[config.mk]
export PLATFORM = sky130hd
export DESIGN_NAME = parking_sensor_frontend_flat
export DESIGN_NICKNAME = d
export VERILOG_FILES = /design/src/rtl/parking_sensor_frontend_pkg.sv /design/src/rtl/parking_sensor_frontend_if.sv /design/src/rtl/parking_sensor_frontend_debouncer.sv /design/src/rtl/parking_sensor_frontend.sv /design/src/flat_wrapper.sv
export SDC_FILE = /design/constraint.sdc
export NUM_CORES = 1
export LEC_CHECK = 0
export CORE_ASPECT_RATIO = 0.5
export CORE_UTILIZATION = 25
export CTS_BUF_LIST = sky130_fd_sc_hd__clkbuf_4 sky130_fd_sc_hd__clkbuf_8
export DETAILED_ROUTE_END_ITERATION = 8
export GPL_TIMING_DRIVEN = 0
export SLEW_MARGIN = 30
export SYNTH_ARGS = -nofsm -noshare
export SYNTH_HDL_FRONTEND = slang
export SYNTH_HIERARCHICAL = 1
export SYNTH_SLANG_ARGS = --single-unit
export TNS_END_PERCENT = 100
[constraint.sdc]
create_clock -name clk -period 3.3 [get_ports clk]
set_input_delay 0.825 -clock clk [delete_from_list [all_inputs] [get_ports clk]]
set_output_delay 0.825 -clock clk [all_outputs]
set_load 0.02 [all_outputs]
[src/rtl/parking_sensor_frontend_pkg.sv]
// Shared constants and helpers for the parking sensor front end.
//   PARK_CAPACITY_DEF : default number of parking slots
//   PARK_DEBOUNCE_DEF : default debounce length in synchronised cycles
//   cnt_width(cap)    : bits needed to hold 0..cap
package parking_pkg;

  localparam int unsigned PARK_CAPACITY_DEF = 8;
  localparam int unsigned PARK_DEBOUNCE_DEF = 4;

  function automatic int unsigned cnt_width(input int unsigned cap);
    return $clog2(cap + 1);
  endfunction

endpackage

[src/rtl/parking_sensor_frontend_if.sv]
// Signal bundle between the raw beam sensors, the front end and the gate controller.
//   raw_entrance/raw_exit       : unsynchronised beams, 1 = car present
//   sensor_entrance/sensor_exit : clean presence levels for the controller
//   entry_evt/exit_evt          : one-cycle pulses per counted arrival/departure
//   occupancy/free_slots        : cars inside / slots left
//   lot_full/err_underflow      : full flag / sticky exit-while-empty flag
// master: the front end itself. slave: the sensor/controller side.
interface parking_sensor_frontend_if #(
  parameter int unsigned CNT_W = 4
) ();

  logic             raw_entrance;
  logic             raw_exit;
  logic             sensor_entrance;
  logic             sensor_exit;
  logic             entry_evt;
  logic             exit_evt;
  logic [CNT_W-1:0] occupancy;
  logic [CNT_W-1:0] free_slots;
  logic             lot_full;
  logic             err_underflow;

  modport master (
    input  raw_entrance, raw_exit,
    output sensor_entrance, sensor_exit, entry_evt, exit_evt,
           occupancy, free_slots, lot_full, err_underflow
  );

  modport slave (
    output raw_entrance, raw_exit,
    input  sensor_entrance, sensor_exit, entry_evt, exit_evt,
           occupancy, free_slots, lot_full, err_underflow
  );

endinterface

[src/rtl/parking_sensor_frontend_debouncer.sv]
// One beam channel: 2-flop synchroniser, debounce counter and rise detect.
//   clk, reset : system clock, asynchronous active-high reset
//   raw_in     : asynchronous beam input
//   clean_out  : debounced level
//   rise_pulse : high for the one cycle after clean_out goes 0 -> 1
module sensor_debouncer #(
  parameter int unsigned DEBOUNCE_CYCLES = 4
) (
  input  logic clk,
  input  logic reset,
  input  logic raw_in,
  output logic clean_out,
  output logic rise_pulse
);

  localparam logic [7:0] LastCnt = 8'(DEBOUNCE_CYCLES - 1);

  logic [1:0] sync_q;
  logic [7:0] cnt_q, cnt_d;
  logic       clean_q, clean_d;
  logic       prev_q;
  logic       sync;

  assign sync = sync_q[1];

  always_comb begin
    cnt_d   = '0;
    clean_d = clean_q;
    if (sync != clean_q) begin
      if (cnt_q == LastCnt) begin
        clean_d = sync;
      end else begin
        cnt_d = cnt_q + 8'd1;
      end
    end
  end

  always_ff @(posedge clk or posedge reset) begin
    if (reset) begin
      sync_q  <= '0;
      cnt_q   <= '0;
      clean_q <= 1'b0;
      prev_q  <= 1'b0;
    end else begin
      sync_q  <= {sync_q[0], raw_in};
      cnt_q   <= cnt_d;
      clean_q <= clean_d;
      prev_q  <= clean_q;
    end
  end

  assign clean_out  = clean_q;
  assign rise_pulse = clean_q & ~prev_q;

endmodule

[src/rtl/parking_sensor_frontend.sv]
// Parking gate front end: debounces both beams, counts occupancy and hides entrance
// presence from the controller while the lot is full.
//   clk, reset : system clock, asynchronous active-high reset
//   bus        : parking_sensor_frontend_if master (raw beams in, clean levels,
//                events, occupancy, free_slots, lot_full, err_underflow out)
module parking_sensor_frontend
  import parking_pkg::*;
#(
  parameter int unsigned DEBOUNCE_CYCLES = PARK_DEBOUNCE_DEF,
  parameter int unsigned CAPACITY        = PARK_CAPACITY_DEF,
  localparam int unsigned CNT_W          = cnt_width(CAPACITY)
) (
  input logic                        clk,
  input logic                        reset,
  parking_sensor_frontend_if.master  bus
);

  localparam logic [CNT_W-1:0] Cap = CNT_W'(CAPACITY);

  logic             clean_ent, clean_ex;
  logic             rise_ent, rise_ex;
  logic [CNT_W-1:0] occ_q, occ_d;
  logic             supp_q, supp_d;
  logic             err_q, err_d;
  logic             entry_evt_q, exit_evt_q;
  logic             full, empty;
  logic             entry_cnt, exit_cnt;
  logic             supp_eff;

  sensor_debouncer #(
    .DEBOUNCE_CYCLES (DEBOUNCE_CYCLES)
  ) u_deb_entrance (
    .clk        (clk),
    .reset      (reset),
    .raw_in     (bus.raw_entrance),
    .clean_out  (clean_ent),
    .rise_pulse (rise_ent)
  );

  sensor_debouncer #(
    .DEBOUNCE_CYCLES (DEBOUNCE_CYCLES)
  ) u_deb_exit (
    .clk        (clk),
    .reset      (reset),
    .raw_in     (bus.raw_exit),
    .clean_out  (clean_ex),
    .rise_pulse (rise_ex)
  );

  assign full  = (occ_q == Cap);
  assign empty = (occ_q == '0);

  // Both rises are judged against the pre-update count; an exit on an empty lot is
  // still legal when it pairs with an entry admitted in the same cycle.
  assign entry_cnt = rise_ent & ~full;
  assign exit_cnt  = rise_ex & (~empty | entry_cnt);

  // Fold the pending suppression in so the controller never sees a one-cycle
  // entrance blip on the rise cycle of a car arriving at a full lot.
  assign supp_eff = supp_q | (rise_ent & full);

  always_comb begin
    occ_d = occ_q;
    unique case ({entry_cnt, exit_cnt})
      2'b10:   occ_d = occ_q + CNT_W'(1);
      2'b01:   occ_d = occ_q - CNT_W'(1);
      default: occ_d = occ_q;
    endcase

    supp_d = supp_q;
    if (!clean_ent) begin
      supp_d = 1'b0;
    end else if (rise_ent && full) begin
      supp_d = 1'b1;
    end

    err_d = err_q | (rise_ex & ~exit_cnt);
  end

  always_ff @(posedge clk or posedge reset) begin
    if (reset) begin
      occ_q       <= '0;
      supp_q      <= 1'b0;
      err_q       <= 1'b0;
      entry_evt_q <= 1'b0;
      exit_evt_q  <= 1'b0;
    end else begin
      occ_q       <= occ_d;
      supp_q      <= supp_d;
      err_q       <= err_d;
      entry_evt_q <= entry_cnt;
      exit_evt_q  <= exit_cnt;
    end
  end

  assign bus.sensor_entrance = clean_ent & ~supp_eff;
  assign bus.sensor_exit     = clean_ex;
  assign bus.entry_evt       = entry_evt_q;
  assign bus.exit_evt        = exit_evt_q;
  assign bus.occupancy       = occ_q;
  assign bus.free_slots      = Cap - occ_q;
  assign bus.lot_full        = full;
  assign bus.err_underflow   = err_q;

endmodule

[src/flat_wrapper.sv]
// flat-port wrapper written by rule: the top's interface ports become plain ports
module parking_sensor_frontend_flat import parking_pkg::*;
#(
  parameter int unsigned DEBOUNCE_CYCLES = PARK_DEBOUNCE_DEF,
  parameter int unsigned CAPACITY        = PARK_CAPACITY_DEF,
  localparam int unsigned CNT_W          = cnt_width(CAPACITY)
)
  (clk, reset, bus_raw_entrance, bus_raw_exit, bus_sensor_entrance, bus_sensor_exit, bus_entry_evt, bus_exit_evt, bus_occupancy, bus_free_slots, bus_lot_full, bus_err_underflow);
  parking_sensor_frontend_if #(.CNT_W((cnt_width(PARK_CAPACITY_DEF)))) bus_i ();
  input logic clk;
  input logic reset;
  input wire logic [$bits(bus_i.raw_entrance)-1:0] bus_raw_entrance;
  input wire logic [$bits(bus_i.raw_exit)-1:0] bus_raw_exit;
  output wire logic [$bits(bus_i.sensor_entrance)-1:0] bus_sensor_entrance;
  output wire logic [$bits(bus_i.sensor_exit)-1:0] bus_sensor_exit;
  output wire logic [$bits(bus_i.entry_evt)-1:0] bus_entry_evt;
  output wire logic [$bits(bus_i.exit_evt)-1:0] bus_exit_evt;
  output wire logic [$bits(bus_i.occupancy)-1:0] bus_occupancy;
  output wire logic [$bits(bus_i.free_slots)-1:0] bus_free_slots;
  output wire logic [$bits(bus_i.lot_full)-1:0] bus_lot_full;
  output wire logic [$bits(bus_i.err_underflow)-1:0] bus_err_underflow;
  assign bus_i.raw_entrance = bus_raw_entrance;
  assign bus_i.raw_exit = bus_raw_exit;
  assign bus_sensor_entrance = bus_i.sensor_entrance;
  assign bus_sensor_exit = bus_i.sensor_exit;
  assign bus_entry_evt = bus_i.entry_evt;
  assign bus_exit_evt = bus_i.exit_evt;
  assign bus_occupancy = bus_i.occupancy;
  assign bus_free_slots = bus_i.free_slots;
  assign bus_lot_full = bus_i.lot_full;
  assign bus_err_underflow = bus_i.err_underflow;
  parking_sensor_frontend #(.DEBOUNCE_CYCLES(DEBOUNCE_CYCLES), .CAPACITY(CAPACITY)) u_core (.clk(clk), .reset(reset), .bus(bus_i));
endmodule
Word level (Yosys, flattened, before mapping)

Index checks and enable logic that the tools add are counted.

Add/subtract/negate cells: 5
Bitwise operators: 16
Equality and inequality tests: 8
Reductions and logical operators: 5
Mux-type cells: 7

Operators by type and width:

| cell                                                   | count |
|---|---|
| two-way mux 8 bit                                      | 4 |
| adder 8 x 1 -> 8 bit (second input constant)           | 2 |
| equality test 8 x 2 -> 1 bit (second input constant)   | 2 |
| case mux 4 bit (2 select lines)                        | 1 |
| AND 1 bit                                              | 7 |
| NOT 1 bit                                              | 6 |
| adder 4 x 1 -> 4 bit (second input constant)           | 1 |
| equality test 4 bit (second input constant)            | 1 |
| logical NOT 4 bit                                      | 1 |
| AND reduction 2 bit                                    | 2 |
| subtractor 4 x 1 -> 4 bit (second input constant)      | 1 |
| subtractor 4 bit (first input constant)                | 1 |
| bitwise OR 1 bit                                       | 3 |
| equality test 2 x 1 -> 1 bit (second input constant)   | 1 |
| equality test 2 bit (second input constant)            | 1 |
| two-way mux 1 bit                                      | 2 |
| inequality test 1 bit                                  | 2 |
| inequality test 2 x 1 -> 1 bit (second input constant) | 1 |
| nonzero test 2 bit                                     | 1 |
| logical AND 1 bit                                      | 1 |

Logic and storage cells: 54
Bits in registers: 32
Output and inout port bits: 14

Depth between registers and ports, before layout

Depth in word-level cells: 8
Depth in mapped cells: 11
Gate-level depth less buffers: 10

Hierarchy

The synthesis kept the hierarchy.

By module, submodules not included:

| module                  | instances | area each (sq um) | cells each | sequential area each (sq um) |
|---|---|---|---|---|
| sensor_debouncer        | 2         | 528.0             | 47         | 300.3 |
| parking_sensor_frontend | 1         | 541.8             | 50         | 200.2 |

Least setup slack after synthesis

No wires, ideal clock.

Path kind: register -> register
Start point: register u_core.occ_q[0] (netlist: u_core/bus.occupancy[0])
End point: register u_core.occ_q[3] (netlist: u_core/bus.occupancy[3])
Setup time: 0.086 ns
Data arrival time: 2.434 ns
Cell stages (with the launch flop): 10
Setup slack: 0.780 ns
Path through: dfrtp_1 inv_1 ha_1 nor4b_1 nor2b_1 ha_1 buf_2 or4b_1 a21o_2 o221ai_2

Cells in the longest elaborated chain, start to end: 7
Elaborated cells on any way between the ends: 13
Classes of those cells: add/sub: 2; eq/ne: 3; mux: 1; bitwise: 5; reduce/logical: 2

Ends and longest elaborated chain:

| item                                                                  | RTL line                      | source |
|---|---|---|
| start, declared                                                       | parking_sensor_frontend.sv:22 | `logic [CNT_W-1:0] occ_q, occ_d;` |
| start signal, assigned                                                | parking_sensor_frontend.sv:82 | `occ_q <= '0;` |
| start signal, assigned                                                | parking_sensor_frontend.sv:88 | `occ_q <= occ_d;` |
| equality test 4 bit                                                   | parking_sensor_frontend.sv:50 | `assign full = (occ_q == Cap);` |
| NOT 1 bit                                                             | parking_sensor_frontend.sv:55 | `assign entry_cnt = rise_ent & ~full;` |
| AND 1 bit                                                             | parking_sensor_frontend.sv:55 |  |
| bitwise OR 1 bit *                                                    | parking_sensor_frontend.sv:56 | `assign exit_cnt = rise_ex & (~empty \| entry_cnt);` |
| AND 1 bit *                                                           | parking_sensor_frontend.sv:56 |  |
| net u_core.exit_cnt                                                   | parking_sensor_frontend.sv:27 | `logic entry_cnt, exit_cnt;` |
| equality test 2 x 1 -> 1 bit or equality test 2 bit (tied branches)   | parking_sensor_frontend.sv:64 | `unique case ({entry_cnt, exit_cnt})` |
| case mux 4 bit (2 select lines) or nonzero test 2 bit (tied branches) | n/a                           |  |

Mark *: on every way through the listed nets, which the timed path passes. The rest lies on a longest branch.
A chain may end at the register's enable or synchronous reset.

Worst setup path after layout

Start point: register u_core.occ_q[0] (netlist: u_core/bus.occupancy[0])
End point: output port bus_sensor_entrance

Cells in the longest elaborated chain, start to end: 5

Ends and longest elaborated chain:

| item                | RTL line                      | source |
|---|---|---|
| equality test 4 bit | parking_sensor_frontend.sv:50 |  |
| AND 1 bit           | parking_sensor_frontend.sv:60 | `assign supp_eff = supp_q \| (rise_ent & full);` |
| bitwise OR 1 bit    | parking_sensor_frontend.sv:60 |  |
| NOT 1 bit           | parking_sensor_frontend.sv:96 | `assign bus.sensor_entrance = clean_ent & ~supp_eff;` |
| AND 1 bit           | parking_sensor_frontend.sv:96 |  |
| end, declared       | flat_wrapper.sv:14            | `output wire logic [$bits(bus_i.sensor_entrance)-1:0] bus_sensor_entrance;` |

No other way between the ends.

==> impl_metrics.tcl <==
set metrics [dict create \
    status "finished, final reports clean" \
    synth.distinct_cells 33 \
    peakVddDrop_v 0.000222 \
    rsz0062_at_grt "no" \
    io_pins 18 \
    vias 1091 \
    worst_slew_pin_slew_ns 0.459 \
    via_per_inst 4.26 \
    core_area_um2 6110 \
    dp.cells 249 \
    grt_max_degree 13 \
    critPathKind "reg -> out" \
    antenna_found_initial 0 \
    worst_ep_arrival_time_ns 2.29 \
    fmax_mhz 322 \
    wl_mm 2.86 \
    ctsResizeCount 0 \
    final_nets 180 \
    ys_seq_elements 32 \
    clk_path_buf_depth 2 \
    root_buffer "clkbuf_8" \
    setup-tns-final_ns 0 \
    p_switching_w 0.000698 \
    final_antenna_net_count 0 \
    rows 20 \
    place_hpwl_mm 2.14 \
    cp.required_ns 2.47 \
    leakagePower_nw 0.847 \
    drtPass1Iterations 4 \
    worst_slack_ns 0.190 \
    die_h_um 58.5 \
    setup_viol 0 \
    seq_power_share 0.340 \
    async_flop_share 1.00 \
    synth-main-ff-cell "dfrtp_1" \
    layout_commonest_cell "dfrtp_1" \
    grt_pass1_wl_mm 4.81 \
    p_comb_frac 0.499 \
    skew_ns 0.00744 \
    p_per_area_nw_per_um2 902 \
    pre_cts_slack_ns 0.463 \
    r2r_slack_ns 0.54 \
    crit_path_end_kind "output pin" \
    final.fill_count 640 \
    area_growth_pct 22.6 \
    clk_pin_slew_worst_paths_ns 0.06 \
    place.gp.congestion 0.784 \
    first_iter_violations 39 \
    mappedNetlistArea_um2 1600 \
    htreeDepth 2 \
    grt-ovfl-total 0 \
    hold_class "reg -> reg" \
    hold_violations 0 \
    ys_seq_area_frac 0.501 \
    internal_power_w 0.00107 \
    drive_above_1_share 0.143 \
    start_util 0.262 \
    swShare 0.395 \
    remaining_drc_errors 0 \
    tritoncts "built" \
    final_cell_mix "dfrtp_1, clkdlybuf4s50_1, inv_1, nor2_1" \
    start_kind "flip-flop" \
    grt_pass1_vias 1015 \
    cts_made_buffers 5 \
    numPortBuffers 17 \
    cap_viol_max_count 0 \
    postCtsSetupRepairBufs 0 \
    die_x_um 115 \
    relSlewSlack 0.690 \
    die_area_um2 6730 \
    syn_inst 144 \
    path_max_fanout 8 \
    postCtsHoldBufs 0 \
    clock_sinks 32 \
    clkLatencyLatePin_ns 0.28 \
    finalCritPeriodShare 0.943 \
    fin_crit_ns 3.11 \
    maxSlewViolCount 0 \
    synth_edf_count 0 \
    layout.cells.non_filler 256 \
    p_clk_frac 0.161 \
    wire_per_inst_um 11.2 \
    synth_warnings 6 \
    syn-num-nets 156 \
    num_antenna_cells 0 \
    grt_use_total 0.0936 \
    avgSynthCellArea_um2 11.1 \
]
[cell usage after synthesis (2+ instances only)]
library cell,number,area share
a21o_1,3,0.014
a21oi_1,6,0.019
a21oi_2,2,0.011
buf_2,2,0.0063
dfrtp_1,32,0.50
ha_1,8,0.063
inv_1,12,0.028
mux2_2,3,0.021
nand2_1,5,0.012
nand3_1,8,0.025
nand3b_1,2,0.0094
nand4_2,2,0.016
nor2_1,11,0.026
nor2b_1,5,0.020
nor3_1,3,0.0094
nor4b_2,2,0.019
o21ai_0,6,0.019
or3_1,6,0.023
xnor2_1,7,0.038
xor2_1,6,0.033
[power groups by stage]
stage / combinational (W) / clock, W / sequential [W]
finish: 0.000881 / 0.000285 / 0.000601
global route: 0.000961 / 0.000317 / 0.000618
CTS: 0.000892 / 0.000296 / 0.000602
detailed placement: 0.000887 / 0 / 0.000610
global placement: 0.000874 / 0 / 0.000600
floorplan: 0.000542 / 0 / 0.000647
[layer usage]
| metal | vias up | wire length, um | GRT usage | part of all wire |
|---|---|---|---|---|
| li1 | 538 | - | - | - |
| met1 | 535 | 1370 | 0.124 | 0.48 |
| met2 | 13 | 1360 | 0.151 | 0.47 |
| met3 | 5 | 82 | 0.0196 | 0.029 |
| met4 | 0 | 46 | 0.0390 | 0.016 |
| met5 | - | 0 | 0 | 0 |
[path summary, 6_finish.rpt]
path                                                    end                         from  cells after the start
worst min register to register  u_core/u_deb_exit/sync_q[1]  u_core/u_deb_exit/sync_q[0]                      0
worst max register to register      u_core/bus.occupancy[3]      u_core/bus.occupancy[0]                      9
min in group asynchronous              u_core/bus.entry_evt                        reset                      2
worst min-delay path            u_core/u_deb_exit/sync_q[1]  u_core/u_deb_exit/sync_q[0]                      0
worst max-delay path                    bus_sensor_entrance      u_core/bus.occupancy[0]                      7
max in group asynchronous        u_core/u_deb_exit/cnt_q[1]                        reset                      2
[state kept, by name, summed over array words and instances (netlist names), 2 cells and up]
name                          cells
u_core/u_deb_entrance/sync_q      2
u_core/u_deb_entrance/cnt_q       8
u_core/u_deb_exit/cnt_q           8
u_core/bus.occupancy              4
u_core/u_deb_exit/sync_q          2
[critical path, stage by stage, from the launching register on]
cell and delay (ns):
dfrtp_1 0.50, inv_1 0.15, ha_1 0.24, nand3b_1 0.11
inv_1 0.06, a21oi_1 0.19, and2_1 0.16, clkdlybuf4s50_1 0.60
[cell type report]
class / instances / area [um2] / share of cell area
Buffer: 4 / 28.8 / 0.0147
Clock buffer: 6 / 76.3 / 0.0390
Clock inverter: 1 / 5.00 / 0.00255
Inverter: 12 / 45.0 / 0.0230
Multi-Input combinational cell: 96 / 723 / 0.369
Sequential cell: 32 / 801 / 0.409
Tap cell: 88 / 110 / 0.0562
Timing Repair Buffer: 17 / 170 / 0.0868
[stage by stage]
step / area [um2] / hold slack (ns) / utilization / power [W]
6_report: 1960 / 0.349 / 0.321 / 0.00177
5_1_grt: 1960 / 0.365 / 0.321 / 0.00190
4_1_cts: 1960 / 0.356 / 0.321 / 0.00179
3_5_place_dp: 1880 / 0.341 / 0.308 / 0.00150
3_3_place_gp: 1880 / 0.336 / 0.308 / 0.00147
2_1_floorplan: 1600 / 0.331 / - / 0.00119
[cells by family (layout without fill, tap and decap cells)]
kind of cell / after synthesis / in the layout / synth area share
AO/OA/AOI/OAI: 22 / 22 / 0.105
XOR/XNOR: 13 / 13 / 0.0713
adder cells (fa/ha/maj): 8 / 8 / 0.0626
buffers and inverters: 16 / 40 / 0.0462
flip-flops: 32 / 32 / 0.501
multiplexers: 4 / 4 / 0.0274
AND/OR/NAND/NOR: 49 / 49 / 0.186
No activity file was read; power rests on OpenSTA's default activity.
